[src/rtl/serial_word_adder_ctrl.sv]
// serial_word_adder_ctrl: byte-serial add/subtract sequencer.
// One shared 8-bit ripple adder is stepped across the operands LSB byte
// first, with the carry chained through a register between cycles.
//
// Handshake: a request is accepted when start=1 is sampled on a rising
// edge while the sequencer is idle (busy=0). start while busy=1 is dropped,
// with no queueing. done is a one-cycle pulse marking sum/cout/ovf valid.
// Those outputs then hold until the next accepted start.

// 8-bit ripple-carry adder; the single arithmetic resource of the block.
module serial_word_adder_byte (
  input  logic [7:0] i_a,
  input  logic [7:0] i_b,
  input  logic       i_ci,
  output logic [7:0] o_s,
  output logic       o_co
);

  // Bit-by-bit ripple: sum bit and carry propagate from bit 0 upward.
  always_comb begin : ripple
    logic v_c;
    v_c = i_ci;
    o_s = '0;
    for (int k = 0; k < 8; k++) begin
      o_s[k] = i_a[k] ^ i_b[k] ^ v_c;
      v_c    = (i_a[k] & i_b[k]) | (v_c & (i_a[k] ^ i_b[k]));
    end
    o_co = v_c;
  end

endmodule

module serial_word_adder_ctrl #(
  parameter int NBYTES = 4
) (
  input  logic                  clk,
  input  logic                  rst,
  input  logic                  start,
  input  logic                  sub,
  input  logic                  cin,
  input  logic [8*NBYTES-1:0]   a,
  input  logic [8*NBYTES-1:0]   b,
  output logic                  busy,
  output logic                  done,
  output logic [8*NBYTES-1:0]   sum,
  output logic                  cout,
  output logic                  ovf,
  output logic [1:0]            o_dbg_state
);

  localparam int W  = 8 * NBYTES;
  localparam int IW = (NBYTES > 1) ? $clog2(NBYTES) : 1;
  localparam logic [IW-1:0] LAST_IDX = IW'(NBYTES - 1);

  typedef enum logic [1:0] {
    S_IDLE = 2'd0,
    S_RUN  = 2'd1,
    S_DONE = 2'd2
  } state_t;

  state_t          r_state;
  state_t          w_next;
  logic [W-1:0]    r_a;
  logic [W-1:0]    r_b;       // already inverted for subtract
  logic [W-1:0]    r_sum;
  logic [IW-1:0]   r_idx;
  logic            r_carry;
  logic            r_cout;
  logic            r_ovf;

  logic            w_accept;
  logic            w_step;
  logic            w_last;
  logic            w_busy;
  logic            w_done;
  logic [7:0]      w_byte_a;
  logic [7:0]      w_byte_b;
  logic [7:0]      w_byte_s;
  logic            w_byte_co;

  // Current operand bytes selected by the byte index.
  assign w_byte_a = r_a[8*r_idx +: 8];
  assign w_byte_b = r_b[8*r_idx +: 8];
  assign w_last   = (r_idx == LAST_IDX);

  serial_word_adder_byte u_byte_adder (
    .i_a  (w_byte_a),
    .i_b  (w_byte_b),
    .i_ci (r_carry),
    .o_s  (w_byte_s),
    .o_co (w_byte_co)
  );

  // State register; reset returns to IDLE and drops any start in that cycle.
  always_ff @(posedge clk) begin
    if (rst) begin
      r_state <= S_IDLE;
    end else begin
      r_state <= w_next;
    end
  end

  // Next-state logic and state-decoded strobes.
  always_comb begin
    w_next   = r_state;
    w_accept = 1'b0;
    w_step   = 1'b0;
    w_busy   = 1'b0;
    w_done   = 1'b0;
    case (r_state)
      S_IDLE: begin
        if (start) begin
          w_accept = 1'b1;
          w_next   = S_RUN;
        end
      end
      S_RUN: begin
        w_busy = 1'b1;
        w_step = 1'b1;
        if (w_last) begin
          w_next = S_DONE;
        end
      end
      S_DONE: begin
        w_busy = 1'b1;
        w_done = 1'b1;
        w_next = S_IDLE;
      end
      default: begin
        w_next = S_IDLE;
      end
    endcase
  end

  // Operand latch, byte stepping and result assembly.
  // cout/ovf are captured on the final RUN edge so they are valid during DONE
  // and stay untouched by later starts until the next operation completes.
  always_ff @(posedge clk) begin
    if (rst) begin
      r_a     <= '0;
      r_b     <= '0;
      r_sum   <= '0;
      r_idx   <= '0;
      r_carry <= 1'b0;
      r_cout  <= 1'b0;
      r_ovf   <= 1'b0;
    end else if (w_accept) begin
      r_a     <= a;
      r_b     <= sub ? ~b : b;
      r_carry <= sub ? 1'b1 : cin;
      r_idx   <= '0;
      r_sum   <= '0;
    end else if (w_step) begin
      r_sum[8*r_idx +: 8] <= w_byte_s;
      r_carry             <= w_byte_co;
      if (w_last) begin
        r_cout <= w_byte_co;
        r_ovf  <= (r_a[W-1] == r_b[W-1]) && (w_byte_s[7] != r_a[W-1]);
      end else begin
        r_idx <= r_idx + 1'b1;
      end
    end
  end

  assign busy        = w_busy;
  assign done        = w_done;
  assign sum         = r_sum;
  assign cout        = r_cout;
  assign ovf         = r_ovf;
  assign o_dbg_state = r_state;

endmodule
[config.mk]
export PLATFORM = sky130hd
export DESIGN_NAME = serial_word_adder_ctrl
export DESIGN_NICKNAME = d
export VERILOG_FILES = /design/src/rtl/serial_word_adder_ctrl.sv
export SDC_FILE = /design/constraint.sdc
export NUM_CORES = 1
export LEC_CHECK = 0
export CORE_MARGIN = 1
export CORE_UTILIZATION = 30
export CTS_CLUSTER_SIZE = 16
export DETAILED_ROUTE_END_ITERATION = 8
export SYNTH_ARGS = -nofsm -noshare
export SYNTH_HDL_FRONTEND = slang
export SYNTH_SLANG_ARGS = --single-unit
[constraint.sdc]
create_clock -name clk -period 14.1 [get_ports clk]
set_input_delay 3.525 -clock clk [delete_from_list [all_inputs] [get_ports clk]]
set_output_delay 3.525 -clock clk [all_outputs]
set_load 0.02 [all_outputs]
==> impl_metrics.json <==
{
  "status": "completed",
  "insertedDiodeCount": 0,
  "end_kind": "flop",
  "dp_slack_ns": 8.33,
  "finalPower_mw": 0.700,
  "port_buffers": 106,
  "pwr-share-comb_pct": 20.6,
  "r2r_start": "r_idx[0]",
  "synth_top_area_share_pct": 43.3,
  "peakVddDrop_mv": 0.0644,
  "num_rows": 45,
  "fin_cells": 793,
  "cts_buffers": 9,
  "finalInstanceArea_sq_mm": 0.00615,
  "core_area_sq_mm": 0.0153,
  "clock_path_buffers": 2,
  "crit_fanout": 35,
  "tightest_slew_ns": 1.29,
  "clkPwrFrac_pct": 33.2,
  "clkSinkCount": 103,
  "hold_depth": 2,
  "required_ns": 14.34,
  "r2r_end": "ovf",
  "fill_cells": 1549,
  "grt_pass1_wl_um": 19100,
  "grt_max_degree": 97,
  "area_growth_pct": 29.3,
  "grt_antenna_before_repair": 0,
  "min-delay-start": "r_a[7]",
  "routed_via_density": 4.74,
  "worstPathArrival_ns": 5.66,
  "die-area_sq_mm": 0.0164,
  "ys_ff_latch": 103,
  "routed_wl_um": 11800,
  "yosysWarnings": 0,
  "ios": 107,
  "start_util_pct": 31.1,
  "gp_congestion": 0.754,
  "drtIter0Drc": 249,
  "ctsHoldBuffers": 0,
  "timing.final.crit_share_pct": 38.4,
  "mostFrequentLayoutCells": "104 x clkdlybuf4s50_1, 103 x dfxtp_1, 81 x nand2_1",
  "p_per_area_mw_per_mm2": 114,
  "p_int_mw": 0.501,
  "timing.final.crit_period_ns": 5.42,
  "h-tree-depth": 3,
  "ff2ff_path_depth": 15,
  "wl_per_cell_um": 14.9,
  "die_width_um": 128,
  "setup_viol": 0,
  "p_switching_mw": 0.199,
  "ys_types": 32,
  "max_freq_mhz": 185,
  "cts.repair.resized": 0,
  "grtUsageTotal_pct": 15.1,
  "setup_ws_ns": 8.68,
  "p_seq_share_pct": 46.2,
  "startpoint_type": "input pin",
  "dp_cells": 777,
  "grt.overflow.total": 0,
  "yosys-top-cells-area": "dfxtp_1 43%, mux4_1 8.8%, nand2_1 6.4%",
  "ant_nets": 0,
  "slew_viol_final": 0,
  "hp-class": "flop to flop",
  "cts_root_buf": "clkbuf_16",
  "dr.pass1.iters": 5,
  "clk_pin_slew_worst_paths_ns": 0.07,
  "grt_pass1_vias": 3673,
  "tns_ns": 0,
  "place_hpwl_um": 8470,
  "cts_tree": "done",
  "switching_share_pct": 28.4,
  "slew_headroom_pct": 14.3,
  "seqCellArea_sq_mm": 0.00206,
  "syn-cell-area_sq_mm": 0.00476,
  "path_class": "input pin to flop",
  "fin_nets": 665,
  "hold_viol_final": 0,
  "avgSynthCellArea_sq_um": 9.57,
  "post-route-drc-count": 0,
  "rrSetupSlack_ns": 8.74,
  "yosysTopAreaCell": "dfxtp_1",
  "rsz0062_at_grt": "false",
  "layout_commonest_cell": "clkdlybuf4s50_1",
  "clk_latency_ns": 0.34,
  "leakagePower_nw": 2.21,
  "die_height_um": 128,
  "min_to": "r_a[7]",
  "placed_cell_area_sq_mm": 0.00588,
  "fin_skew_ns": 0.00451,
  "maxCapViolCount": 0,
  "layout-drive-gt1-share_pct": 4.30,
  "synth_cells": 497,
  "route.vias.total": 3757,
  "ys_seq_area_share_pct": 43.3,
  "multiInputGateArea_sq_mm": 0.00242,
  "post_cts_buffers": 0,
  "syn_nets": 585
}
## cells in the mapped netlist (all sizes together)
cell type,instances
a211oi,34
a21oi,46
a32oi,21
and2,3
and2b,1
and3b,2
buf,28
clkbuf,14
dfxtp,103
fa,8
ha,11
inv,12
mux2i,2
mux4,16
nand2,81
nand2b,2
nand3,12
nand3b,1
nor2,57
nor2b,2
nor3,3
nor3b,1
nor4bb,1
o21ai,1
o31ai,2
xnor2,33
## power groups by stage
stage / combinational [mW] / clock (mW) / sequential [mW]
after floorplan: 0.0970 / 0 / 0.327
after global placement: 0.143 / 0 / 0.329
after detailed placement: 0.146 / 0 / 0.330
after CTS: 0.146 / 0.235 / 0.324
after global routing: 0.160 / 0.249 / 0.326
final: 0.144 / 0.232 / 0.324
## flip-flops by register name (all words and copies together), names as in the netlist
register     count
sum             32
o_dbg_state      2
r_idx            2
cout             1
ovf              1
r_a             32
r_b             32
r_carry          1
## routing by layer
layer	global-route usage [%]	wire length (um)	share of wire, %	vias up
li1	-	-	-	1899
met1	19.3	5500	47	1771
met2	25.1	5680	48	77
met3	3.46	479	4.1	10
met4	4.57	140	1.2	0
met5	0	0	0	-
## critical path, stage by stage
cell and delay, ns:
clkdlybuf4s50_1 0.48, nand2_1 0.10, buf_4 0.32, nand2b_1 0.74
o31ai_1 0.49
## cell type report
cell class / count / share of cell area, %
clock buffers: 11 / 3.95
inverters: 12 / 0.732
clock inverters: 5 / 0.529
flip-flops and latches: 103 / 33.5
multi-input cells: 340 / 39.3
repair buffers: 111 / 17.7
well taps: 211 / 4.29
## worst max path at each step
stage	start	to	slack (ns)
final	start	sum[25]	8.68
after global routing	r_idx[0]	ovf	8.39
after CTS	start	sum[25]	8.68
after detailed placement	start	sum[25]	8.33
after global placement	start	sum[24]	8.45
after floorplan	r_idx[0]	ovf	9.53
## stage by stage
stage	hold WS [ns]	utilization (%)
2_1_floorplan	0.432	-
3_3_place_gp	0.442	38.4
3_5_place_dp	0.445	38.4
4_1_cts	0.454	40.2
5_1_grt	0.464	40.2
6_report	0.452	40.2
## cells by family (layout without fill, tap and decap cells)
group	Yosys count	count (layout)	share of synthesized area, %
compound gates	104	104	14.5
xor+xnor	33	33	6.07
fa+ha+maj	19	19	6.26
buf+inv	54	139	5.89
flops	103	103	43.3
mux	18	18	9.26
simple gates	166	166	14.7
No activity file was read; power rests on OpenSTA's default activity.
